File: src/rtl/sq_sched.sv
// Two-requester integer square-root scheduler.
// A round-robin arbiter picks one signed operand at a time, and a bit-serial
// restoring square root resolves one result bit per cycle from the MSB down.
// Negative operands take the same number of cycles and report an error flag.
module sq_sched #(
  parameter int IW   = 27,
  parameter int OW   = 21,
  parameter int ITER = 13
) (
  input  logic          clk,
  input  logic          rst,
  input  logic          req0,
  input  logic [IW-1:0] din0,
  output logic          ack0,
  input  logic          req1,
  input  logic [IW-1:0] din1,
  output logic          ack1,
  output logic          busy,
  output logic [OW-1:0] dout,
  output logic          dout_vld,
  output logic          dout_id,
  output logic          dout_err
);

  // Counter must hold ITER-1; the product width must hold the full square of
  // an ITER-bit trial and also the whole operand magnitude.
  localparam int CW = (ITER > 1) ? $clog2(ITER) : 1;
  localparam int SW = 2 * ITER;
  localparam int MW = (SW > IW) ? SW : IW;

  typedef enum logic {
    IDLE,
    CALC
  } state_t;

  state_t          state_q;
  logic [IW-1:0]   operand_q;
  logic            id_q;
  logic [CW-1:0]   cnt_q;
  logic [ITER-1:0] root_q;
  logic            lastGrant_q;
  logic            ack0_q;
  logic            ack1_q;
  logic            busy_q;
  logic [OW-1:0]   dout_q;
  logic            doutVld_q;
  logic            doutId_q;
  logic            doutErr_q;

  logic            anyReq;
  logic            grantOne;
  logic [ITER-1:0] bitMask;
  logic [ITER-1:0] trial;
  logic [MW-1:0]   trialWide;
  logic [MW-1:0]   trialSquare;
  logic [MW-1:0]   operandWide;
  logic [ITER-1:0] root_d;
  logic            isNeg;

  // Arbitration: a lone request wins outright; on a tie the requester that
  // was not granted last wins. lastGrant_q resets to 1 so requester 0 wins
  // the first tie.
  always_comb begin
    anyReq   = req0 | req1;
    grantOne = req1 & (~req0 | ~lastGrant_q);
  end

  // One restoring square-root step: try setting the current bit and keep it
  // only if the square of the trial still fits under the operand.
  always_comb begin
    bitMask     = ITER'(1) << cnt_q;
    trial       = root_q | bitMask;
    trialWide   = MW'(trial);
    trialSquare = trialWide * trialWide;
    operandWide = MW'(operand_q);
    isNeg       = operand_q[IW-1];
    root_d      = root_q;
    if (trialSquare <= operandWide) begin
      root_d = trial;
    end
  end

  // Control FSM with registered outputs: accept in IDLE, iterate in CALC,
  // publish the result on the edge that ends the final iteration.
  always_ff @(posedge clk) begin
    if (rst) begin
      state_q     <= IDLE;
      operand_q   <= '0;
      id_q        <= 1'b0;
      cnt_q       <= '0;
      root_q      <= '0;
      lastGrant_q <= 1'b1;
      ack0_q      <= 1'b0;
      ack1_q      <= 1'b0;
      busy_q      <= 1'b0;
      dout_q      <= '0;
      doutVld_q   <= 1'b0;
      doutId_q    <= 1'b0;
      doutErr_q   <= 1'b0;
    end else begin
      ack0_q    <= 1'b0;
      ack1_q    <= 1'b0;
      doutVld_q <= 1'b0;
      case (state_q)
        IDLE: begin
          busy_q <= 1'b0;
          if (anyReq) begin
            operand_q   <= grantOne ? din1 : din0;
            id_q        <= grantOne;
            lastGrant_q <= grantOne;
            ack0_q      <= ~grantOne;
            ack1_q      <= grantOne;
            cnt_q       <= CW'(ITER - 1);
            root_q      <= '0;
            busy_q      <= 1'b1;
            state_q     <= CALC;
          end
        end
        CALC: begin
          root_q <= root_d;
          if (cnt_q == '0) begin
            dout_q    <= isNeg ? '0 : OW'(root_d);
            doutErr_q <= isNeg;
            doutId_q  <= id_q;
            doutVld_q <= 1'b1;
            busy_q    <= 1'b0;
            state_q   <= IDLE;
          end else begin
            cnt_q <= cnt_q - CW'(1);
          end
        end
        default: begin
          state_q <= IDLE;
          busy_q  <= 1'b0;
        end
      endcase
    end
  end

  assign ack0     = ack0_q;
  assign ack1     = ack1_q;
  assign busy     = busy_q;
  assign dout     = dout_q;
  assign dout_vld = doutVld_q;
  assign dout_id  = doutId_q;
  assign dout_err = doutErr_q;

endmodule

File: config.mk
export PLATFORM = sky130hd
export DESIGN_NAME = sq_sched
export DESIGN_NICKNAME = d
export VERILOG_FILES = /design/src/rtl/sq_sched.sv
export SDC_FILE = /design/constraint.sdc
export NUM_CORES = 1
export LEC_CHECK = 0
export ABC_AREA = 0
export BUFFER_PORTS_ARGS = -buffer_cell sky130_fd_sc_hd__buf_2
export CELL_PAD_IN_SITES_DETAIL_PLACEMENT = 1
export CELL_PAD_IN_SITES_GLOBAL_PLACEMENT = 2
export CORE_MARGIN = 1.5
export CORE_UTILIZATION = 38
export CTS_BUF_LIST = sky130_fd_sc_hd__clkbuf_8
export DETAILED_ROUTE_END_ITERATION = 6
export GPL_ROUTABILITY_DRIVEN = 0
export PLACE_DENSITY = 0.93
export SETUP_SLACK_MARGIN = 0.02
export SLEW_MARGIN = 20
export SYNTH_ARGS = -nofsm -noshare
export SYNTH_HDL_FRONTEND = slang
export SYNTH_SLANG_ARGS = --single-unit
File: constraint.sdc
create_clock -name clk -period 8.6 [get_ports clk]
set_input_delay 0 -clock clk [delete_from_list [all_inputs] [get_ports clk]]
set_output_delay 0 -clock clk [all_outputs]
set_load 0.05 [all_outputs]
Word level (Yosys, flattened, before mapping)
Cells that the tools add are included.
Widths: inputs -> output; s select.
Word-level totals
  flip-flop bits (word level): 74
  bits of input ports: 58
  output and inout bits: 27
  logic and storage cells: 49
Operators by class
  add/subtract/negate cells: 1
  multipliers: 1
  $lt $le $gt $ge: 1
  eq/ne operators: 3
  shift operators: 1
  muxes and demuxes: 14
  bitwise logic cells: 9
  reductions and logical operators: 6
Operator list (number)
  $mux 13: 3
  $le 26x27->1: 1
  $mux 27: 1
  $mul 13x13->26: 1
  $pmux 13 s2: 1
  $or 13x13->13: 1
  $shl 1x4->13 const A: 1
  $mux 4: 2
  $pmux 4 s2: 1
  $reduce_and 2->1: 3
  $not 1->1: 5
  $logic_not 4->1: 1
  $mux 1: 4
  $ne 2x2->1 const B: 2
  $pmux 1 s2: 2
  $sub 4x1->4 const B: 1
  $reduce_or 3->1: 1
  $ne 2x1->1 const B: 1
  $or 1x1->1: 2
  $reduce_or 2->1: 1
  $and 1x1->1: 1

Logic depth before layout (Yosys ltp)
  depth after elaboration: 6
  mapped depth: 35
  mapped depth without buffers: 32

Worst setup path before layout
No wires, ideal clock.
  kind: register -> register
  start: reg cnt_q[0]
  end: reg dout_q[0] (netlist: dout[0])
  library setup time: 117 ps
  arrival: 7272 ps
  data required time: 8483 ps
  slack: 1211 ps
  stages on the path, launching flop included: 34
  path buffers: 2
  period minus slack after synthesis: 7389 ps
  cells stage by stage: dfxtp_1 inv_1 ha_1 clkbuf_1 a21oi_1 inv_1 clkbuf_1 nand2_1 fa_1 inv_1 fa_1 inv_1 fa_1 inv_1 fa_1 inv_1 fa_1 inv_1 ha_1 o21ai_0 nand2_1 o2111ai_1 o31a_2 o21ai_2 a221oi_2 xnor2_1 ha_1 nand4b_4 nor4_4 nand4_1 o221ai_1 o21ai_2 or2_0 a22o_1
On the way
  word-level cells in the longest chain between the ends: 6
  elaborated cells on any way between the ends: 8
  classes of those cells: 1 x mul; 1 x order compare; 1 x shift; 2 x mux; 1 x bitwise; 2 x reduce/logical
Ends and longest elaborated chain
  start: declaration: RTL line 39  | logic [CW-1:0] cnt_q;
  start signal: assignment: RTL line 113  | cnt_q <= CW'(ITER - 1);
  start signal: assignment: RTL line 129  | cnt_q <= cnt_q - CW'(1);
  $shl 1x4->13: RTL line 71  | bitMask = ITER'(1) << cnt_q;
  $or 13x13->13: RTL line 72  | trial = root_q | bitMask;
  $mul 13x13->26: RTL line 74  | trialSquare = trialWide * trialWide;
  $le 26x27->1: RTL line 78  | if (trialSquare <= operandWide) begin
  $mux 13: RTL line 78
  $mux 13: RTL line 122  | dout_q <= isNeg ? '0 : OW'(root_d);
  end signal: assignment: RTL line 122
  end: declaration: RTL line 45  | logic [OW-1:0] dout_q;
Parallel ways exist; a longest one is shown, timed or not.
A chain may end at the register's enable or synchronous reset.

Worst setup path after layout
  start: reg cnt_q[3]
  end: reg dout_q[0] (netlist: dout[0])
The elaborated chain is that of the path after synthesis.

==> results.txt <==
* Result of the run: completed
- Length of the first detailed-routing pass in iterations: 4
* Final core utilization: 0.456
- Internal power comes to 0.705 mW.
- Worst Tran Pin Value: 871 ps
- The count of cells in the finished layout, fillers not included, comes to 1341.
* Number of DRC markers in iteration 0: 191
* Post-Synth Adder-Cell Area: 0.391
- CP endpoint kind: flip-flop
* Pin count of the biggest net entering global routing: 56
- Power density over the cells: 121 nW/um^2
- Number of synthesis warnings: 0
- Routed WL per cell: 17.1 um
* Arr. time, crit path: 8360 ps
* Reg-to-reg startpoint: cnt_q[3]
- STA classifies the critical path startpoint as a flip-flop.
- Number of maximum-capacitance violations: 0
* Switch Pwr: 0.444 mW
- For this run, design rule violations remaining after detail routing come to 0.
* Overall track demand over capacity in global routing: 0.222
* HPWL after detailed placement: 18500 um
- By area, the combinational part of the netlist is dominated by adder cells.
- Slowest CP cell: fa_1
- Vias in the first global route: 7410
- Starting density of the core: 0.385
- Aggregate negative setup slack: 0 ps
- TritonCTS built the clock tree.
- The number of antenna diodes in the final layout is 0.
- Fraction of power consumed by the clock network: 0.284
* Reg-to-reg critical path endpoint: dout[0]
- Of the total power, registers draw 0.304.
* Proportion of synthesized area in mux cells: 0.0375
* Share of layout cells above drive strength 1: 0.129
- Maximum VDD drop: 0.0000684 V
- Via count: 6614
* Commonest non-fill, non-tap cells in the layout: inv_1, fa_1, ha_1, nor2_1
- Worst slack at placement: 293 ps
* Worst-case setup margin in the final layout: 506 ps
- Kind of path behind the tightest hold check: in -> reg
* Netlist area before placement: 8050 sq um
- Tracing the worst setup path back leads to its startpoint at cnt_q[3].
* Clock net sink count: 66
- Number of distinct standard cells referenced by the synthesized netlist: 60
- Of the total synthesized cell area, the portion taken by AND, OR, NAND and NOR gates is 0.122.
* Leakage power: 5.07 nW
- The number of pins with negative max-slew slack in the final report came to 0.
- Die ar.: 22100 sq um
- For this run, the post-layout net count is 1312.
* Antenna Violating Nets Remaining: 0
- Count of H-tree levels built during CTS: 3
- In this design, the stage delay of the slowest critical-path cell is 550 ps.
- The number of hold violations in the final report is 0.
- No sink is reached through more buffers than the 2 on the longest clock path.
- Proportion of total power due to net switching: 0.387
- The layout has 2537 filler cells.
- In this run the worst path has a maximum fanout of 10.
- First-pass GRT wire length: 37900 um
* I/O pin count: 85
- Synthesized instance count: 940
- After detailed routing, the total wire length is 22900 um.
* Average footprint of a synthesized cell: 8.57 sq um
- Compared with the post-synthesis result, the final layout area differs by 18.2%.
* Count of port buffers added during placement: 76
- Summed over all layers, the global routing overflow is 0.
- The die is 149 um wide.
* Unrepaired setup endpoints after global routing: false
- Number of register bits inferred by synthesis: 66
- Combinational cell fraction of total power: 0.412
- Of the available clock period, the critical path in the final layout requires 0.941.
- Of the total synthesized cell area, the portion taken by XOR and XNOR cells is 0.0315.
* Clock tree root buffer cell: clkbuf_8
- Required time of the critical path: 8870 ps
- Across the routed clock network, the largest skew measured is 9.25 ps.
- Most common cell after layout, fill and taps aside: inv_1
- In this run the post-CTS setup repair buffer count came out at 0.
- Setup CP Type: reg -> reg
- Clock latency on the worst-skew pair, taken at its later pin, is 380 ps.
* Count of flip-flops with a built-in enable after synthesis: 0
- Top cell by count, worst path: fa_1
- The total area inside the core boundary comes to 20900 sq um.
- The critical path ends at dout[0].
* Antenna violations before repair: 0
- Setup violations remaining at the end of the flow were counted as 0.
* Register-to-Register Setup Slack: 510 ps
- In this run the core area contains 53 standard-cell rows.
- Ratio of routed vias to standard cells: 4.93
- Share of the synthesized area in compound gates (AO/OA/AOI/OAI): 0.132
* Final critical path time including I/O delays and setup: 8090 ps
* Cell depth of the worst flop-to-flop path: 27
- Die span in y: 149 um
- Clock-pin slew was measured on the worst setup and hold paths at 80 ps.
* Ys flop type: dfxtp_1
- Number of buffers inserted during clock tree synthesis: 9
- For this run, asynchronously set or reset flops after synthesis account for 0.
- Overall Power: 1.15 mW
- Placed Cells incl. Taps: 1284
- Timing would allow up to 0.124 GHz.
* Part of the Yosys area used for sequential elements: 0.164
- Max transition margin: 0.413
[synth_stat cells (all sizes together) (20+ instances only)]
library cell	count	area, sq um
inv	205	769
fa	98	1960
ha	95	1190
nor2	91	344
nand2	76	285
dfxtp	66	1320
a21oi	43	226
a211oi	31	238
mux2i	29	290
a21o	24	180
clkbuf	22	82.6
xnor2	20	175
[per-layer routing]
layer	routed length [um]	global-route usage
met5	0	0
met2	11700	0.404
met4	416	0.0559
met3	714	0.0319
met1	10000	0.274
[power groups by stage]
stage | Combinational [mW] | Clock [mW] | Sequential, mW
2_1_floorplan | 0.299 | 0 | 0.359
3_3_place_gp | 0.430 | 0 | 0.356
3_5_place_dp | 0.441 | 0 | 0.357
4_1_cts | 0.464 | 0.334 | 0.350
5_1_grt | 0.524 | 0.347 | 0.354
6_report | 0.473 | 0.326 | 0.350
[how the worst min path moves through the flow]
stage / start / end / cells past startpoint
6_report: din1[1] / operandWide[1] / 3
5_1_grt: din1[1] / operandWide[1] / 3
4_1_cts: din1[1] / operandWide[1] / 3
3_5_place_dp: req1 / lastGrant_q / 2
3_3_place_gp: req1 / lastGrant_q / 2
2_1_floorplan: req1 / lastGrant_q / 1
[flip-flops by register name (all words and copies together), names as in the netlist]
signal / cells
cnt_q: 4
dout: 13
operandWide: 27
dout_vld: 1
busy: 1
dout_id: 1
id_q: 1
ack1: 1
lastGrant_q: 1
root_q: 13
ack0: 1
dout_err: 1
state_q: 1
[what timing repair did]
| item | CTS | global route |
|---|---|---|
| hold buffers | 39 | 0 |
| gates resized for setup | 0 | 4 |
| endpoints found under the setup margin | 0 | 17 |
| endpoints found under the hold margin | 21 | 0 |
[area by class of cell]
class | count | area [sq um] | share of cell area
repair buffers | 141 | 998 | 0.105
clock inverters | 7 | 119 | 0.0125
flip-flops and latches | 66 | 1320 | 0.139
well taps | 275 | 344 | 0.0361
multi-input cells | 633 | 5830 | 0.612
inverters | 210 | 788 | 0.0828
clock buffers | 9 | 124 | 0.0130
[worst max-delay path: cells and delay by family (launching register included)]
kind                     cells  cell delay (ps)
adder cells (fa/ha/maj)      7             3300
XOR/XNOR                     1               90
AND/OR/NAND/NOR              8             1770
AO/OA/AOI/OAI                8             2200
flip-flops                   1              440
buffers and inverters        3              170
[metrics by stage]
step | area (sq um) | hold slack (ps)
6_report | 9520 | 11.6
5_1_grt | 9520 | 22.3
4_1_cts | 9450 | 5.25
3_5_place_dp | 8820 | 323
3_3_place_gp | 8820 | 312
2_1_floorplan | 8080 | 139
[logic make-up (layout without fill, tap and decap cells)]
family / after synthesis / count (layout)
other: 1 / 8
AO/OA/AOI/OAI: 152 / 152
flip-flops: 66 / 66
AND/OR/NAND/NOR: 221 / 221
buffers and inverters: 248 / 367
multiplexers: 30 / 30
XOR/XNOR: 29 / 29
adder cells (fa/ha/maj): 193 / 193
Note: power is estimated with default switching activity, not from simulation.
